[src/rtl/lc3b_types.sv]
// Shared types for the branch-predictor table controller: FSM state,
// PHT counter constants and the 2-bit saturating counter update.
package lc3b_types;

    typedef enum logic {
        INIT = 1'b0,
        RUN  = 1'b1
    } bp_ctrl_state_t;

    localparam logic [1:0] BP_CTR_WEAK_NT = 2'b01;

    function automatic logic [1:0] bp_sat_update(input logic [1:0] ctr, input logic taken);
        if (taken) begin
            return (ctr == 2'b11) ? 2'b11 : ctr + 2'b01;
        end
        return (ctr == 2'b00) ? 2'b00 : ctr - 2'b01;
    endfunction

endpackage

[src/rtl/bp_update_fifo.sv]
// Small power-of-two FIFO that buffers resolved-branch updates until the
// PHT write port is free. Storage is not reset; only pointers and count are.
module bp_update_fifo #(
    parameter int width = 6,
    parameter int depth = 4
) (
    input  logic             clk,
    input  logic             clear,
    input  logic             push,
    input  logic             pop,
    input  logic [width-1:0] din,
    output logic [width-1:0] dout,
    output logic             full,
    output logic             empty
);

    localparam int aw = $clog2(depth);

    logic [width-1:0] mem [depth];
    logic [aw-1:0]    rd_ptr;
    logic [aw-1:0]    wr_ptr;
    logic [aw:0]      count;
    logic             push_ok;
    logic             pop_ok;

    assign full    = (count == (aw+1)'(depth));
    assign empty   = (count == '0);
    assign push_ok = push && !full;
    assign pop_ok  = pop && !empty;
    assign dout    = mem[rd_ptr];

    always_ff @(posedge clk) begin
        if (clear) begin
            rd_ptr <= '0;
            wr_ptr <= '0;
            count  <= '0;
        end else begin
            if (push_ok) wr_ptr <= wr_ptr + aw'(1);
            if (pop_ok)  rd_ptr <= rd_ptr + aw'(1);
            if (push_ok && !pop_ok)      count <= count + (aw+1)'(1);
            else if (pop_ok && !push_ok) count <= count - (aw+1)'(1);
        end
    end

    always_ff @(posedge clk) begin
        if (push_ok && !clear) mem[wr_ptr] <= din;
    end

endmodule

[src/rtl/bp_table_ctrl.sv]
// PHT controller: sweeps the table to weakly-not-taken after reset/flush, then
// applies buffered branch outcomes as saturating counter updates.
// Optional BP_UPDATE_BYPASS_EN writes an update in its acceptance cycle when the buffer is empty.
module bp_table_ctrl
    import lc3b_types::*;
#(
    parameter int index_bits = 5,
    parameter int fifo_depth = 4
) (
    input  logic                  clk,
    input  logic                  reset,
    input  logic                  flush,
    input  logic                  upd_valid,
    input  logic [index_bits-1:0] upd_idx,
    input  logic                  upd_taken,
    output logic                  upd_ready,
    output logic [index_bits-1:0] pht_rindex,
    input  logic [1:0]            pht_rdata,
    output logic                  pht_write,
    output logic [index_bits-1:0] pht_windex,
    output logic [1:0]            pht_wdata,
    output logic                  pred_enable,
    output logic                  busy
);

    localparam int entry_w = index_bits + 1;

    bp_ctrl_state_t        state, state_next;
    logic [index_bits-1:0] sweep_cnt;
    logic                  accept, bypass, push, pop;
    logic                  fifo_full, fifo_empty;
    logic [entry_w-1:0]    head;

    assign upd_ready = !fifo_full && !flush && !reset;
    assign accept    = upd_valid && upd_ready;

`ifdef BP_UPDATE_BYPASS_EN
    assign bypass = accept && (state == RUN) && fifo_empty;
`else
    assign bypass = 1'b0;
`endif

    assign push = accept && !bypass;
    assign pop  = (state == RUN) && !fifo_empty && !flush && !reset;
    assign busy = (state == INIT) || !fifo_empty;

    bp_update_fifo #(
        .width (entry_w),
        .depth (fifo_depth)
    ) u_fifo (
        .clk   (clk),
        .clear (reset || flush),
        .push  (push),
        .pop   (pop),
        .din   ({upd_idx, upd_taken}),
        .dout  (head),
        .full  (fifo_full),
        .empty (fifo_empty)
    );

    // Writes are suppressed in a flush cycle so the restarted sweep begins cleanly at index 0.
    always_comb begin
        state_next = state;
        pht_write  = 1'b0;
        pht_rindex = head[entry_w-1:1];
        pht_windex = sweep_cnt;
        pht_wdata  = BP_CTR_WEAK_NT;
        case (state)
            INIT: begin
                pht_write = !flush && !reset;
                if (&sweep_cnt) state_next = RUN;
            end
            RUN: begin
                if (bypass) begin
                    pht_rindex = upd_idx;
                    pht_windex = upd_idx;
                    pht_wdata  = bp_sat_update(pht_rdata, upd_taken);
                    pht_write  = 1'b1;
                end else begin
                    pht_windex = head[entry_w-1:1];
                    pht_wdata  = bp_sat_update(pht_rdata, head[0]);
                    pht_write  = pop;
                end
            end
            default: state_next = INIT;
        endcase
        if (flush) state_next = INIT;
    end

    always_ff @(posedge clk) begin
        if (reset) begin
            state       <= INIT;
            sweep_cnt   <= '0;
            pred_enable <= 1'b0;
        end else begin
            state       <= state_next;
            pred_enable <= (state_next == RUN);
            if (flush)               sweep_cnt <= '0;
            else if (state == INIT)  sweep_cnt <= sweep_cnt + index_bits'(1);
        end
    end

endmodule

[config.mk]
export PLATFORM = sky130hd
export DESIGN_NAME = bp_table_ctrl
export DESIGN_NICKNAME = d
export VERILOG_FILES = /design/src/rtl/lc3b_types.sv /design/src/rtl/bp_update_fifo.sv /design/src/rtl/bp_table_ctrl.sv
export SDC_FILE = /design/constraint.sdc
export NUM_CORES = 1
export LEC_CHECK = 0
export CAP_MARGIN = 5
export CORE_ASPECT_RATIO = 0.8
export CORE_MARGIN = 2
export CORE_UTILIZATION = 29
export CTS_CLUSTER_DIAMETER = 80
export DETAILED_ROUTE_END_ITERATION = 7
export RECOVER_POWER = 25
export SYNTH_ARGS = -nofsm -noshare
export SYNTH_HDL_FRONTEND = slang
export SYNTH_SLANG_ARGS = --single-unit
[constraint.sdc]
create_clock -name clk -period 2.64 [get_ports clk]
set_input_delay 0.528 -clock clk [delete_from_list [all_inputs] [get_ports clk]]
set_output_delay 0.528 -clock clk [all_outputs]
set_load 0.005 [all_outputs]
==> impl_metrics.yaml <==
status:
  status: "completed"
critical_path:
  path_class: "reg2out"
  cp_data_required_time_ns: 2.11
  cp-start-kind: "flip-flop"
  crit_path_end_kind: "primary output"
  worst_ep_arrival_time_ns: 2.03
  r2r_start: "u_fifo.count[0]"
  crit_fanout: 6
  r2r_cells: 8
synthesis:
  ys_seq_elements: 39
  yosysTopAreaCellShare_pct: 42.20
  ys_warn_count: 0
  synth_largest_area_cell: "edfxtp_1"
  ys_types: 28
  syn-cell-area_mm2: 0.001708
  ys.flop_type: "edfxtp_1"
  syn_area_per_cell_um2: 13.89
  synthCells: 123
  synth_nets: 143
  synthTopCellsByArea: "edfxtp_1 42%, dfxtp_1 18%, mux4_2 7.9%, ha_1 5.1%, mux2_2 3.3%"
  synth-seq-area-share_pct: 59.78
  synth_enable_flop_cells: 24
  async_flop_share_pct: 0
final_layout:
  area_growth_pct: 27.91
  fin_area_mm2: 0.002185
  fillers: 514
  final_core_util_pct: 39.32
  most-common-layout-cells: "24 x edfxtp_1, 21 x clkdlybuf4s50_1, 15 x dfxtp_1"
  layout.cells.non_filler: 237
  layout_commonest_cell: "edfxtp_1"
  drive_gt1_share_pct: 20.75
  nets: 178
  antenna_cells: 0
routing:
  wirelength_um: 2962
  vias_per_cell: 4.342
  vias: 1029
  antenna_left: 0
  routedWlPerCell_um: 12.50
  drt_iter0_drc: 64
  dr.pass1.iters: 4
  drcViolationCount: 0
placed_design:
  gp_congestion: 0.7153
  dp_cells: 229
  placed_cell_area_mm2: 0.002090
  dp_hpwl_um: 2228
  port_buffers: 27
  pre_cts_slack_ns: -0.06356
clocking:
  clockBufferDepth: 2
  tritoncts: "built"
  cts_buffers: 5
  cts.clk_slew.worst_paths_ns: 0.07
  postCtsSetupRepairBufs: 0
  clk-insertion-delay-late_ns: 0.28
  cts_max_level: 2
  root_buffer: "clkbuf_8"
  cts_sinks: 39
floorplanning:
  die-height_um: 72.64
  start_util_pct: 30.74
  die_area_mm2: 0.006523
  dieWidth_um: 89.80
  core_area_mm2: 0.005555
  ios: 28
  rows: 24
grt:
  grt_max_degree: 16
  grt_usage_pct: 10.08
  grt_overflow: 0
  grt_pass1_vias: 1042
  antenna_found_initial: 0
  grt_pass1_wl_um: 4995
power_and_ir_drop:
  swShare_pct: 20.19
  total_power_mw: 1.102
  powerDensity_mw_per_mm2: 504.4
  power_frac_clock_pct: 33.8
  pwr-share-comb_pct: 6.4
  vdd_drop_max_uv: 194.5
  p_leak_nw: 0.7927
  pwr-share-seq_pct: 59.8
  p_sw_mw: 0.2225
  p_int_mw: 0.8793
timing:
  slew_headroom_pct: 64.42
  rsz0062_at_grt: "no"
  hold_viol_final: 0
  fmax_mhz: 390.2
  finalCritPeriodShare_pct: 97.08
  final-setup-viol-count: 0
  min_period_ns: 2.563
  max_slew.worst_pin.slew_ns: 0.5296
  setup_ws_ns: 0.07703
  maxSlewViolCount: 0
  clock_skew_ns: 0.003842
flow_run:
  drv_cap: 0
hold_path:
  hold-path-cell-count: 2
  hold_class: "reg2reg"
  holdCritStartpoint: "u_fifo.rd_ptr[1]"
-- Yosys cell counts (all sizes together) (3+ instances only) --
master  count
a21oi       4
and2        5
buf         3
clkbuf      3
dfxtp      15
edfxtp     24
ha          7
inv         5
mux2        5
mux2i       5
mux4        6
nand2       5
nor2       13
o21ai       4
xor2        5
-- metrics by stage --
stage               setup TNS, ns  hold slack (ns)
detailed placement       -0.06356           0.4830
global route                    0           0.5199
global placement                0           0.4759
finish                          0           0.4938
floorplan                       0           0.4591
CTS                             0           0.4949
-- final cells by class --
type	count	area, um^2	share of cell area (%)
Timing Repair Buffer	34	332.8	15.23
Clock buffer	7	76.32	3.494
Clock inverter	1	5.005	0.2291
Multi-Input combinational cell	73	633.1	28.98
Tap cell	78	97.59	4.467
Sequential cell	39	1021	46.74
Inverter	5	18.77	0.8591
-- state kept, by name, summed over array words and instances (netlist names), named ones only --
register,count
u_fifo.rd_ptr,2
sweep_cnt,5
u_fifo.wr_ptr,2
u_fifo.count,3
u_fifo.mem,24
state,1
-- logic make-up after synthesis --
logic type	after synthesis	share of synthesized area, %
DFF	39	59.78
adders and majority gates	8	6.300
muxes	16	14.14
AOI/OAI and AO/OA	10	3.224
xor gates and xnor gates	6	3.077
buffers and inverters	11	3.370
and+or+nand+nor	33	10.11
-- power by group through the flow --
| stage | Sequential [mW] | Clock, mW | Combinational, mW |
|---|---|---|---|
| finish | 0.659 | 0.372 | 0.0703 |
| detailed placement | 0.673 | 0 | 0.0720 |
| global placement | 0.672 | 0 | 0.0682 |
| global route | 0.659 | 0.409 | 0.0799 |
| floorplan | 0.672 | 0 | 0.0308 |
| CTS | 0.659 | 0.386 | 0.0726 |
-- worst max-delay path, cell delays in order, from the launching register on --
cell,delay [ns]
dfxtp_1,0.34
buf_6,0.15
mux4_2,0.54
mux2_2,0.28
clkdlybuf4s50_1,0.44
-- per-layer routing --
| metal | routed length [um] | global-route usage, % | up-vias |
|---|---|---|---|
| met2 | 1496 | 17.17 | 31 |
| met3 | 153 | 2.996 | 6 |
| met4 | 59 | 5.983 | 0 |
| met1 | 1252 | 11.49 | 486 |
| li1 | - | - | 506 |
| met5 | 0 | 0 | - |
-- timing repair --
action | in CTS | in global routing
resized for setup | 0 | 4
hold buffers | 0 | 0
endpoints found under the setup margin | 0 | 4
-- worst paths after layout --
| path | end | slack, ns |
|---|---|---|
| worst max register to register | u_fifo.count[2] | 0.33 |
| worst min register to register | u_fifo.rd_ptr[1] | 0.49 |
| worst min-delay path | u_fifo.rd_ptr[1] | 0.49 |
| worst max-delay path | pht_windex[1] | 0.08 |
(Power assumes the default switching activity.)
==> patch 1 (config.mk and constraints unchanged) <==
The parameter `fifo_depth` goes from 4 to 2.
--- a/src/rtl/bp_table_ctrl.sv
+++ b/src/rtl/bp_table_ctrl.sv
@@ -5,7 +5,7 @@
     import lc3b_types::*;
 #(
     parameter int index_bits = 5,
-    parameter int fifo_depth = 4
+    parameter int fifo_depth = 2
 ) (
     input  logic                  clk,
     input  logic                  reset,
Behaviour: not the same (Yosys sat finds a counterexample within 4 cycles, from zero or initial values).
==> patch 1 against the unedited design <==
- area after synthesis is 39% lower
- critical endpoint is now pht_write
- sequential cell count is 16 lower
- worst setup slack better by 93 ps
- highest routed layer unchanged
- critical path type is now input pin to output port
- total power decreased by 40%
- routed wire length is 34% lower
- via count shrank 33%
- cell area shrank 36%
- die area down 38%
==> patch 1: results (changes against the unedited design) <==
* Largest net degree at the start of global routing at 14 (-2)
* Hold path startpoint: u_fifo.wr_ptr
* Post-synth EDFFs at 12 (-50%)
* WL met2 at 862 um (-42%)
* Crit-path slowest cell: clkdlybuf4s50_1
* Area contributors post-synth: edfxtp_1 (35%), dfxtp_1 (21%), mux2_2 (12%), nor2_1 (5.1%), xor2_1 (4.2%)
* CP Data Arrival Time at 1940 ps (-90 ps)
* Post-Place Cells at 152 (-34%)
* Post-synthesis cell count at 86 (-30%)
* Synth cell count leaders: nor2_1 (14), edfxtp_1 (12), dfxtp_1 (11), mux2_2 (11), xor2_1 (5)
* Routability-driven placement congestion ratio at 0.7213 (+0.84%)
* Avg WL per Cell at 12.57 um (+0.58%)
* CTS H-tree depth at 1 (-1)
* Vias in the first global route at 683 (-34%)
* R2r startpoint: state
* Total Nets Final at 130 (-27%)
* Sequential area share after synthesis at 0.5597 (-0.03809)
* Hold EP: u_fifo.wr_ptr
* Reg2Reg Capture Point: u_fifo.count[1]
* Setup Skew at 3.565 ps (-0.2769 ps)
* Critical Path Max Stage Delay at 520 ps (-20 ps)
* Distinct cells, synth at 24 (-14%)
* First DRT Iteration DRCs at 28 (-56%)
* Placed Instance Area at 1345 um2 (-36%)
* Routed wire length at 1961 um (-34%)
* Worst VDD drop at 0.3314 mV (+70%)
* FF-to-FF setup slack at 790 ps (+460 ps)
* Total CTS buffers at 3 (-2)
* First-pass GRT wire length at 3125 um (-37%)
* WHS Path Cells at 1 (-1)
* Vias per cell at 4.436 (+2.2%)
* R2R cell count at 5 (-3)
* Drt first pass iters at 3 (-1)
* Largest registers: u_fifo.mem (12), sweep_cnt (5), u_fifo.count (2)
* DRT met1 WL at 889 um (-29%)
* Syn nets at 101 (-29%)
* CP Max Fanout at 7 (+1)
* Worst setup slack after layout at 169.8 ps (+92.78 ps)
* Status: complete, no violations
-- patch 1: cell count changes after synthesis, moves of 4 or more --
cell / delta
edfxtp_1: -12
mux2_2: +6
ha_1: -4
mux4_2: -6
and2_2: -5
dfxtp_1: -4
inv_1: -5
-- patch 1: per-layer routing --
metal / vias up / global-route usage
met5: - / 0
met4: 0 / 0.04043
li1: 354 / -
met1: 310 / 0.1171
met2: 24 / 0.1629
met3: 4 / 0.05654
-- patch 1: report_power, final --
part / leakage (nW) / internal, mW / total, mW / switching (mW)
sequential: 0.198 / 0.383 / 0.387 / 0.00417
combinational: 0.284 / 0.0319 / 0.0517 / 0.0198
clock: 0.0255 / 0.105 / 0.220 / 0.115
total: 0.507 / 0.520 / 0.658 / 0.138
-- patch 1: layout make-up --
cell class	count	area [um2]
Timing Repair Buffer	29	285.3
Tap cell	42	52.55
Clock inverter	1	5.005
Fill cell	335	2032
Sequential cell	23	580.6
Multi-Input combinational cell	58	426.7
Clock buffer	3	41.29
-- patch 1: per-stage QoR --
stage | hold slack, ps | utilization
finish | 481.8 | 0.4064
global placement | 458.0 | 0.3929
CTS | 483.5 | 0.4064
floorplan | 443.5 | -
detailed placement | 471.2 | 0.3929
global route | 531.2 | 0.4064
-- patch 1: critical path, delay by kind of cell --
kind,cells,cell delay (ps)
AOI/OAI and AO/OA,1,150
buffers and inverters,2,930
and+or+nand+nor,1,330
-- patch 1: logic make-up after synthesis --
logic type / after synthesis / share of synthesized area
flops: 23 / 0.5597
simple gates: 28 / 0.1424
fa+ha+maj: 3 / 0.03619
buf+inv: 5 / 0.02894
compound gates: 7 / 0.03377
mux: 14 / 0.1484
xor+xnor: 6 / 0.05066
-- patch 1: worst max-delay path by stage --
stage	startpoint	endpoint	cells after the start
6_report	flush	pht_write	4
5_1_grt	flush	pht_write	4
4_1_cts	flush	pht_write	4
3_3_place_gp	flush	u_fifo.count[1]	6
2_1_floorplan	flush	u_fifo.count[1]	6
3_5_place_dp	flush	u_fifo.count[1]	6
==> patch 2 (config.mk and constraints unchanged) <==
Without the edit above. Register the output `pred_enable` once more; this adds one clock of latency there. The other outputs are not delayed to match.
--- a/src/rtl/bp_table_ctrl.sv
+++ b/src/rtl/bp_table_ctrl.sv
@@ -24,6 +24,8 @@
 );
 
     localparam int entry_w = index_bits + 1;
+
+    logic pred_enable_s0;
 
     bp_ctrl_state_t        state, state_next;
     logic [index_bits-1:0] sweep_cnt;
@@ -91,14 +93,18 @@
         if (reset) begin
             state       <= INIT;
             sweep_cnt   <= '0;
-            pred_enable <= 1'b0;
+            pred_enable_s0 <= 1'b0;
         end else begin
             state       <= state_next;
-            pred_enable <= (state_next == RUN);
+            pred_enable_s0 <= (state_next == RUN);
             if (flush)               sweep_cnt <= '0;
             else if (state == INIT)  sweep_cnt <= sweep_cnt + index_bits'(1);
         end
     end
 
+    always_ff @(posedge clk) begin
+        pred_enable <= pred_enable_s0;
+    end
+
 endmodule
 
Check against the original RTL: no difference found for any inputs over 10 cycles, from zero or initial values; that may be too few to reach the edited logic, so the function may still have changed.
==> patch 2 against the unedited design <==
- routed wire length is 3.2% higher
- sequential share of layout area decreased by 0.38 points
- count of clock-buffer cells in the layout unchanged
- area after synthesis increased by 1.2%
- combinational power decreased by 3.6%
- cell area up 2.8%
- synthesized cell count is 0.81% higher
- via count is essentially flat
- worst setup slack got worse by 1.4 ps
- total power grew 16%
- sequential cell count up 1
- critical path type unchanged
==> patch 2: results (changes against the unedited design) <==
* Routability-driven placement congestion ratio at 0.7168 (+0.21%)
* Comb group at 0.0678 mW (-3.6%)
* Status: complete, no violations
* Post-Synth Adder-Cell Area at 0.06227 (-0.0007299)
* Leak at 0.8204 nW (+3.5%)
* First DRT Iteration DRCs at 39 (-39%)
* R2r startpoint: u_fifo.count[1]
* Post-Place Cells at 232 (+1.3%)
* Dpl hpwl at 2354 um (+5.7%)
* Mux cell area share after synthesis at 0.1398 (-0.001638)
* Synth cell count leaders: edfxtp_1 (24), dfxtp_1 (16), nor2_1 (13)
* Vias in the first global route at 1056 (+1.3%)
* Met3 GRT Util at 0.03512 (+0.005165)
* Switching share of total power at 0.1835 (-0.01844)
* Synth Area in Compound Gates at 0.03186 (-0.0003735)
* Worst VDD drop at 0.2384 mV (+23%)
* GRT Total Usage at 0.1005 (-0.0002303)
* Syn Area/Cell at 13.93 um2 (+0.36%)
* First-pass GRT wire length at 5037 um (+0.84%)
* Proportion of layout cells with a drive suffix above 1 at 0.2125 (+0.004953)
* Total Nets Final at 179 (+0.56%)
* Sequential area share after synthesis at 0.6025 (+0.004660)
* Slew headroom at 0.7476 (+0.1033)
* Syn nets at 144 (+0.70%)
* Met2 Track Usage GR at 0.1754 (+0.003721)
* Vias at 1028 (-0.097%)
* Sw power at 0.2339 mW (+5.1%)
* Largest net degree at the start of global routing at 18 (+2)
* Met1 Use GR at 0.1128 (-0.002140)
* Flop+latch power at 0.674 mW (+2%)
* DRT met1 WL at 1349 um (+7.7%)
* Final cell count without fillers at 241 (+1.7%)
* WL met2 at 1551 um (+3.7%)
* Setup Skew at 4.964 ps (+1.121 ps)
## patch 2: cell count changes after synthesis, sizes merged
cell   before  now
dfxtp      15   16
## patch 2: worst max-delay path, delay by kind of cell, from the launching register on
kind | cells | cell delay [ps]
multiplexers | 2 | 840
buffers and inverters | 2 | 590
flip-flops | 1 | 330
## patch 2: per-stage QoR
stage / hold slack [ps] / setup WS, ps / util / area (um2)
3_5_place_dp: 493.4 / -51.64 / 0.3619 / 2106
5_1_grt: 540.1 / 16.36 / 0.3860 / 2246
6_report: 497.3 / 75.62 / 0.3860 / 2246
3_3_place_gp: 474.0 / -7.345 / 0.3619 / 2106
2_1_floorplan: 329.0 / 325.3 / - / 1728
4_1_cts: 503.8 / 26.82 / 0.3837 / 2232
## patch 2: cell type report
type                       count  area, um2
fill                         589       3572
multi-input combinational     73      629.4
inverter                       5      18.77
clock inverter                 1      30.03
sequential                    40       1041
clock buffer                   7      96.34
timing repair buffer          34      329.1
tap                           81      101.3
